File: src/rtl/rvc_pkg.sv
// Shared definitions for the compressed-instruction execution units:
// quadrant/funct3 codes, FSM encoding and immediate extraction helpers.
package rvc_pkg;

  localparam logic [1:0] C_OP_Q1 = 2'b01;
  localparam logic [1:0] C_OP_Q2 = 2'b10;

  localparam logic [2:0] C_F3_ADDI = 3'b000;
  localparam logic [2:0] C_F3_LI   = 3'b010;
  localparam logic [2:0] C_F3_LUI  = 3'b011;
  localparam logic [2:0] C_F3_SLLI = 3'b000;
  localparam logic [2:0] C_F3_LWSP = 3'b010;
  localparam logic [2:0] C_F3_LDSP = 3'b011;

  typedef enum logic [1:0] {
    ST_IDLE,
    ST_LOAD0,
    ST_LOAD1,
    ST_RESP
  } ci_state_e;

  typedef enum logic [2:0] {
    K_LI,
    K_LUI,
    K_ADDI16SP,
    K_ADDI,
    K_SLLI,
    K_LWSP,
    K_LDSP
  } ci_kind_e;

  // Helpers return 64-bit values; narrower datapaths truncate the result.
  function automatic logic [63:0] ci_imm6(input logic [15:0] ir);
    return {{58{ir[12]}}, ir[12], ir[6:2]};
  endfunction

  function automatic logic [63:0] ci_nzimm16sp(input logic [15:0] ir);
    return {{54{ir[12]}}, ir[12], ir[4:3], ir[5], ir[2], ir[6], 4'b0000};
  endfunction

  function automatic logic [63:0] ci_lwsp_off(input logic [15:0] ir);
    return {56'd0, ir[3:2], ir[12], ir[6:4], 2'b00};
  endfunction

  function automatic logic [63:0] ci_ldsp_off(input logic [15:0] ir);
    return {55'd0, ir[4:2], ir[12], ir[6:5], 3'b000};
  endfunction

endpackage

File: src/rtl/rvc_ci_decode.sv
// Combinational CI-format decode: instruction kind, extended immediate and
// the illegal flag for the configured XLEN.
module rvc_ci_decode
  import rvc_pkg::*;
#(
  parameter int XLEN = 32
) (
  input  logic [15:0]     ir,
  output logic [2:0]      kind,
  output logic [XLEN-1:0] imm,
  output logic            illegal
);

  logic [1:0]  op;
  logic [2:0]  f3;
  logic [4:0]  rd;
  logic [63:0] imm64;

  assign op = ir[1:0];
  assign f3 = ir[15:13];
  assign rd = ir[11:7];

  always_comb begin
    kind    = K_LI;
    imm64   = '0;
    illegal = 1'b1;
    if (op == C_OP_Q1) begin
      case (f3)
        C_F3_LI: begin
          kind    = K_LI;
          imm64   = ci_imm6(ir);
          illegal = 1'b0;
        end
        C_F3_LUI: begin
          if (rd == 5'd2) begin
            kind    = K_ADDI16SP;
            imm64   = ci_nzimm16sp(ir);
            illegal = (imm64 == 64'd0);
          end else begin
            kind    = K_LUI;
            imm64   = ci_imm6(ir) << 12;
            illegal = ({ir[12], ir[6:2]} == 6'd0);
          end
        end
        C_F3_ADDI: begin
          kind    = K_ADDI;
          imm64   = ci_imm6(ir);
          illegal = 1'b0;
        end
        default: ;
      endcase
    end else if (op == C_OP_Q2) begin
      case (f3)
        C_F3_SLLI: begin
          kind    = K_SLLI;
          imm64   = {58'd0, ir[12], ir[6:2]};
          illegal = (XLEN == 32) && ir[12];
        end
        C_F3_LWSP: begin
          kind    = K_LWSP;
          imm64   = ci_lwsp_off(ir);
          illegal = (rd == 5'd0);
        end
        C_F3_LDSP: begin
          kind    = K_LDSP;
          imm64   = ci_ldsp_off(ir);
          illegal = (XLEN != 64) || (rd == 5'd0);
        end
        default: ;
      endcase
    end
  end

  assign imm = XLEN'(imm64);

endmodule

File: src/rtl/rvc_ci_unit.sv
// Multi-cycle CI-format execution unit: valid/ready issue, wait-stated RAM
// loads (one or two beats) and a registered one-cycle writeback pulse.
module rvc_ci_unit
  import rvc_pkg::*;
#(
  parameter int XLEN   = 32,
  parameter int RAM_AW = 8
) (
  input  logic              iCLK,
  input  logic              iRST,
  input  logic              iVALID,
  output logic              oREADY,
  input  logic [15:0]       iIR,
  input  logic [XLEN-1:0]   iRS1,
  input  logic [XLEN-1:0]   iSP,
  output logic              oVALID,
  output logic              oWE,
  output logic [4:0]        oRD,
  output logic [XLEN-1:0]   oWDATA,
  output logic              oILLEGAL,
  output logic              oMISALIGNED,
  output logic              oRAM_CE,
  output logic              oRAM_RD,
  output logic [RAM_AW-1:0] oRAM_ADDR,
  input  logic [31:0]       iRAM_DATA,
  input  logic              iRAM_VALID
);

  localparam int BAW = RAM_AW + 2;

  ci_state_e         state_q, state_d;
  logic              ram_ce_q, ram_ce_d;
  logic [RAM_AW-1:0] ram_addr_q, ram_addr_d;
  logic              ld_dw_q, ld_dw_d;
  logic [4:0]        pend_rd_q, pend_rd_d;
  logic [31:0]       beat0_q, beat0_d;
  logic              valid_q, valid_d;
  logic              we_q, we_d;
  logic              ill_q, ill_d;
  logic              mis_q, mis_d;
  logic [4:0]        rd_q, rd_d;
  logic [XLEN-1:0]   wdata_q, wdata_d;

  logic [2:0]        dec_kind_raw;
  ci_kind_e          dec_kind;
  logic [XLEN-1:0]   dec_imm;
  logic              dec_illegal;

  logic              accept;
  logic              is_load;
  logic              misaligned;
  logic [4:0]        rd_in;
  logic [BAW-1:0]    byte_addr;
  logic [XLEN-1:0]   alu_res;

  rvc_ci_decode #(.XLEN(XLEN)) u_decode (
    .ir      (iIR),
    .kind    (dec_kind_raw),
    .imm     (dec_imm),
    .illegal (dec_illegal)
  );

  assign dec_kind   = ci_kind_e'(dec_kind_raw);
  assign oREADY     = (state_q == ST_IDLE) || (state_q == ST_RESP);
  assign accept     = iVALID && oREADY;
  assign rd_in      = iIR[11:7];
  assign is_load    = (dec_kind == K_LWSP) || (dec_kind == K_LDSP);
  assign byte_addr  = iSP[BAW-1:0] + dec_imm[BAW-1:0];
  assign misaligned = is_load && !dec_illegal &&
                      ((dec_kind == K_LDSP) ? (byte_addr[2:0] != 3'd0)
                                            : (byte_addr[1:0] != 2'd0));

  always_comb begin
    alu_res = '0;
    case (dec_kind)
      K_LI, K_LUI: alu_res = dec_imm;
      K_ADDI:      alu_res = iRS1 + dec_imm;
      K_ADDI16SP:  alu_res = iSP + dec_imm;
      K_SLLI:      alu_res = iRS1 << dec_imm[5:0];
      default:     alu_res = '0;
    endcase
  end

  // Writeback fields hold their value except in the cycle that raises valid_d.
  always_comb begin
    state_d    = state_q;
    ram_ce_d   = ram_ce_q;
    ram_addr_d = ram_addr_q;
    ld_dw_d    = ld_dw_q;
    pend_rd_d  = pend_rd_q;
    beat0_d    = beat0_q;
    valid_d    = 1'b0;
    we_d       = we_q;
    ill_d      = ill_q;
    mis_d      = mis_q;
    rd_d       = rd_q;
    wdata_d    = wdata_q;
    case (state_q)
      ST_IDLE, ST_RESP: begin
        state_d  = ST_IDLE;
        ram_ce_d = 1'b0;
        if (accept) begin
          pend_rd_d = rd_in;
          ld_dw_d   = (dec_kind == K_LDSP);
          if (is_load && !dec_illegal && !misaligned) begin
            state_d    = ST_LOAD0;
            ram_ce_d   = 1'b1;
            ram_addr_d = byte_addr[BAW-1:2];
          end else begin
            state_d = ST_RESP;
            valid_d = 1'b1;
            rd_d    = rd_in;
            ill_d   = dec_illegal;
            mis_d   = misaligned;
            we_d    = !dec_illegal && !misaligned && (rd_in != 5'd0);
            wdata_d = (dec_illegal || misaligned) ? '0 : alu_res;
          end
        end
      end
      ST_LOAD0: begin
        if (iRAM_VALID) begin
          if (ld_dw_q) begin
            state_d    = ST_LOAD1;
            beat0_d    = iRAM_DATA;
            ram_addr_d = ram_addr_q + RAM_AW'(1);
          end else begin
            state_d  = ST_RESP;
            ram_ce_d = 1'b0;
            valid_d  = 1'b1;
            rd_d     = pend_rd_q;
            ill_d    = 1'b0;
            mis_d    = 1'b0;
            we_d     = 1'b1;
            wdata_d  = XLEN'({{32{iRAM_DATA[31]}}, iRAM_DATA});
          end
        end
      end
      ST_LOAD1: begin
        if (iRAM_VALID) begin
          state_d  = ST_RESP;
          ram_ce_d = 1'b0;
          valid_d  = 1'b1;
          rd_d     = pend_rd_q;
          ill_d    = 1'b0;
          mis_d    = 1'b0;
          we_d     = 1'b1;
          wdata_d  = XLEN'({iRAM_DATA, beat0_q});
        end
      end
      default: state_d = ST_IDLE;
    endcase
  end

  always_ff @(posedge iCLK or posedge iRST) begin
    if (iRST) begin
      state_q    <= ST_IDLE;
      ram_ce_q   <= 1'b0;
      ram_addr_q <= '0;
      ld_dw_q    <= 1'b0;
      pend_rd_q  <= '0;
      beat0_q    <= '0;
      valid_q    <= 1'b0;
      we_q       <= 1'b0;
      ill_q      <= 1'b0;
      mis_q      <= 1'b0;
      rd_q       <= '0;
      wdata_q    <= '0;
    end else begin
      state_q    <= state_d;
      ram_ce_q   <= ram_ce_d;
      ram_addr_q <= ram_addr_d;
      ld_dw_q    <= ld_dw_d;
      pend_rd_q  <= pend_rd_d;
      beat0_q    <= beat0_d;
      valid_q    <= valid_d;
      we_q       <= we_d;
      ill_q      <= ill_d;
      mis_q      <= mis_d;
      rd_q       <= rd_d;
      wdata_q    <= wdata_d;
    end
  end

  assign oVALID      = valid_q;
  assign oWE         = we_q;
  assign oRD         = rd_q;
  assign oWDATA      = wdata_q;
  assign oILLEGAL    = ill_q;
  assign oMISALIGNED = mis_q;
  assign oRAM_CE     = ram_ce_q;
  assign oRAM_RD     = ram_ce_q;
  assign oRAM_ADDR   = ram_addr_q;

endmodule
File: config.mk
export PLATFORM = sky130hd
export DESIGN_NAME = rvc_ci_unit
export DESIGN_NICKNAME = d
export VERILOG_FILES = /design/src/rtl/rvc_pkg.sv /design/src/rtl/rvc_ci_decode.sv /design/src/rtl/rvc_ci_unit.sv
export SDC_FILE = /design/constraint.sdc
export NUM_CORES = 1
export LEC_CHECK = 0
export ABC_AREA = 1
export ABC_CLOCK_PERIOD_IN_PS = 6900
export CAP_MARGIN = 20
export CORE_AREA = 2 2 131 133
export CTS_BUF_LIST = sky130_fd_sc_hd__clkbuf_4
export CTS_CLUSTER_SIZE = 20
export DETAILED_ROUTE_END_ITERATION = 7
export DIE_AREA = 0 0 133 135
export MAX_ROUTING_LAYER = met4
export PLACE_DENSITY = 0.9
export SYNTH_ARGS = -nofsm -noshare
export SYNTH_HDL_FRONTEND = slang
export SYNTH_SLANG_ARGS = --single-unit
File: constraint.sdc
create_clock -name iCLK -period 6.9 [get_ports iCLK]
set_input_delay 1.035 -clock iCLK [delete_from_list [all_inputs] [get_ports iCLK]]
set_output_delay 1.035 -clock iCLK [all_outputs]
set_load 0.05 [all_outputs]
==> impl_metrics.tcl <==
set metrics [dict create \
    status "finished, violations left" \
    violations "DRC" \
    synth_area_mm2 0.00977 \
    cp_common_cell "nand2_1" \
    port_buffers 167 \
    post-route-period-util 0.833 \
    holdPathEnd "pend_rd_q[0]$_DFFE_PP0P_" \
    setup_viol 0 \
    synth-edff-count 0 \
    cts_root_buf "clkbuf_4" \
    rows 47 \
    drive_gt1_frac 0.0467 \
    p_switching_mw 1.64 \
    slowest_delay_ns 0.65 \
    drt_iter0_drc 1820 \
    clock-sinks 90 \
    die_x_um 133 \
    place_congestion 1.12 \
    crit_type "input port to flip-flop" \
    fp.coreArea_mm2 0.0164 \
    cp_data_arrival_time_ns 6.10 \
    timing.rr.start "state_q[0]$_DFFE_PP0P_" \
    dp_hpwl_um 30200 \
    hp-class "flip-flop to flip-flop" \
    synth_top_family_by_area "simple AND/OR/NAND/NOR gates" \
    yosysWarnings 0 \
    synth_top_area_frac 0.231 \
    synthXorXnorAreaFrac 0.00717 \
    crit_path_start_kind "input port" \
    cts_resized 0 \
    maxCapViolCount 0 \
    wire_per_inst_um 19.0 \
    synthArstFlopShare 1.00 \
    antenna_found_initial 1 \
    num_vias 12100 \
    fin_nets 1934 \
    hold-worst-slack_ns 0.499 \
    yosys.area.top_type "dfrtp_1" \
    hold_path_depth 2 \
    pwr-share-clk 0.102 \
    antenna_left 0 \
    die_y_um 135 \
    yosysSeqAreaShare 0.231 \
    path_clk_slew_ns 0.16 \
    skew_ns 0.0201 \
    grtUsageTotal 0.428 \
    synthAdderAreaFrac 0.0592 \
    drt_pass1_iterations 8 \
    crit_fanout 35 \
    synth_flop_cell "dfrtp_1" \
    grt_overflow 0 \
    r2r_slack_ns 3.75 \
    cts_buffers 9 \
    hp-start "pend_rd_q[0]$_DFFE_PP0P_" \
    clock.fmax_mhz 174 \
    clk-insertion-delay-late_ns 0.47 \
    dieArea_mm2 0.0180 \
    drc 4 \
    fin_tns_setup_ns 0 \
    fin_crit_ns 5.75 \
    worstRegToRegCells 7 \
    power_frac_seq 0.282 \
    viasPerCell 6.07 \
    leakage_nw 5.66 \
    ys_types 50 \
    power_density_mw_per_mm2 270 \
    grt_max_degree 74 \
    grt_pass1_vias 11100 \
    final_max_slew_viol_count 0 \
    synth_compound_area_frac 0.178 \
    worstMarginPinSlew_ns 0.993 \
    switching_share 0.520 \
    cts_setup_buffers 0 \
    cts_buffer_depth 2 \
    hold_violations 0 \
    htree_num_levels 3 \
    p_int_mw 1.51 \
    comb_power_share 0.615 \
    ioPinCount 168 \
    wl_um 37900 \
    rsz0062_at_grt "false" \
    postSynthAreaPerCell_um2 5.93 \
    grt_pass1_wl_um 58700 \
    synth_nets 1808 \
    yosys.area_share.simple 0.412 \
    peakVddDrop_v 0.000364 \
    synthCells 1647 \
    start_util 0.595 \
    reg2reg_to "oWDATA[4]$_DFFE_PP0P_" \
    slew_headroom 0.337 \
    yosys_register_bits 90 \
    synth_mux_area_frac 0.00576 \
    critPathSlowestCell "clkdlybuf4s50_1" \
    synthTopCellsByArea "dfrtp_1 23%, nand2_1 18%, nand3_1 13%, o21ai_0 8.1%, inv_1 6.9%" \
    syn2layout_area_growth_pct 19.5 \
    required_ns 7.25 \
    cts_tree "built" \
    cts_hold_buf 0 \
    endpoint_kind "flip-flop" \
]
power groups by stage:
| stage | sequential, mW | clock [mW] | combinational [mW] |
|---|---|---|---|
| finish | 0.890 | 0.323 | 1.94 |
| global route | 0.910 | 0.339 | 2.08 |
| CTS | 0.886 | 0.322 | 1.92 |
| detailed placement | 0.895 | 0 | 1.91 |
| global placement | 0.885 | 0 | 1.86 |
| floorplan | 1.30 | 0 | 0.880 |
per-layer routing:
layer / track usage / up-vias / share of wire
li1: - / 5701 / -
met1: 0.556 / 5529 / 0.40
met2: 0.660 / 766 / 0.45
met3: 0.0920 / 130 / 0.11
met4: 0.158 / 0 / 0.042
met5: - / - / 0
cells by family (layout without fill, tap and decap cells):
kind of cell               count (synthesis)  count (layout)
xor gates and xnor gates                   8               8
DFF                                       90              90
AOI/OAI and AO/OA                        309             309
buffers and inverters                    260             391
other                                      0               1
muxes                                      5               5
and+or+nand+nor                          930             930
adders and majority gates                 45              45
state kept, by name (all words and copies together) (netlist names):
name         cells
pend_rd_q        5
oVALID           1
oWE              1
oWDATA          32
oMISALIGNED      1
beat0_q         32
state_q          2
oRD              5
oILLEGAL         1
oRAM_CE          1
oRAM_ADDR        8
ld_dw_q          1
synthesized netlist by cell type (all sizes together) (8+ instances only):
| master | n |
|---|---|
| clkbuf | 33 |
| a21boi | 13 |
| buf | 34 |
| ha | 43 |
| a2bb2oi | 8 |
| nand3 | 246 |
| a21oi | 80 |
| inv | 191 |
| o21ai | 173 |
| nor2 | 151 |
| nand4 | 27 |
| dfrtp | 90 |
| nor3 | 10 |
| nand2 | 483 |
stage by stage:
stage | area (um^2) | util | setup WS (ns) | power (mW) | instances
global placement | 11500 | 0.701 | 0.943 | 2.74 | 1981
detailed placement | 11500 | 0.702 | 0.878 | 2.81 | 1982
floorplan | 9770 | - | 2.79 | 2.18 | 1647
CTS | 11700 | 0.711 | 1.34 | 3.13 | 1998
global route | 11700 | 0.711 | 0.932 | 3.33 | 1999
finish | 11700 | 0.711 | 1.15 | 3.15 | 1999
worst max-delay path: cells and delay by family:
kind                       cells  cell delay [ns]
and+or+nand+nor               16             2.32
adders and majority gates      1             0.44
AOI/OAI and AO/OA              3             0.69
buffers and inverters          5             1.60
area by class of cell:
| type | instances | area (um^2) |
|---|---|---|
| Tap cell | 220 | 275 |
| Antenna cell | 1 | 2.50 |
| Timing Repair Buffer | 182 | 1790 |
| Fill cell | 1420 | 4740 |
| Clock inverter | 7 | 80.1 |
| Inverter | 193 | 726 |
| Multi-Input combinational cell | 1297 | 6470 |
| Sequential cell | 90 | 2250 |
| Clock buffer | 9 | 67.6 |
placed cells by master (no fill, tap or decap), types with 7 or more instances in the layout:
cell,count
nand2_1,476
nand4_1,27
buf_4,14
clkbuf_4,9
a2bb2oi_1,8
nor2_1,139
o21ai_1,10
ha_1,43
nor3_1,8
nand2_2,7
inv_1,178
dfrtp_1,90
a21boi_1,12
o21ai_0,159
a21oi_1,80
clkdlybuf4s50_1,167
inv_2,12
nor2_4,7
nand3_1,244
worst max path at each step:
stage | endpoint | start
after floorplan | oWDATA[14]$_DFFE_PP0P_ | iIR[10]
after global placement | oWDATA[30]$_DFFE_PP0P_ | iIR[15]
after detailed placement | oWDATA[30]$_DFFE_PP0P_ | iIR[15]
after CTS | oWDATA[30]$_DFFE_PP0P_ | iIR[15]
after global routing | oWDATA[23]$_DFFE_PP0P_ | iIR[15]
final | oWDATA[30]$_DFFE_PP0P_ | iIR[15]
(Power assumes the default switching activity.)
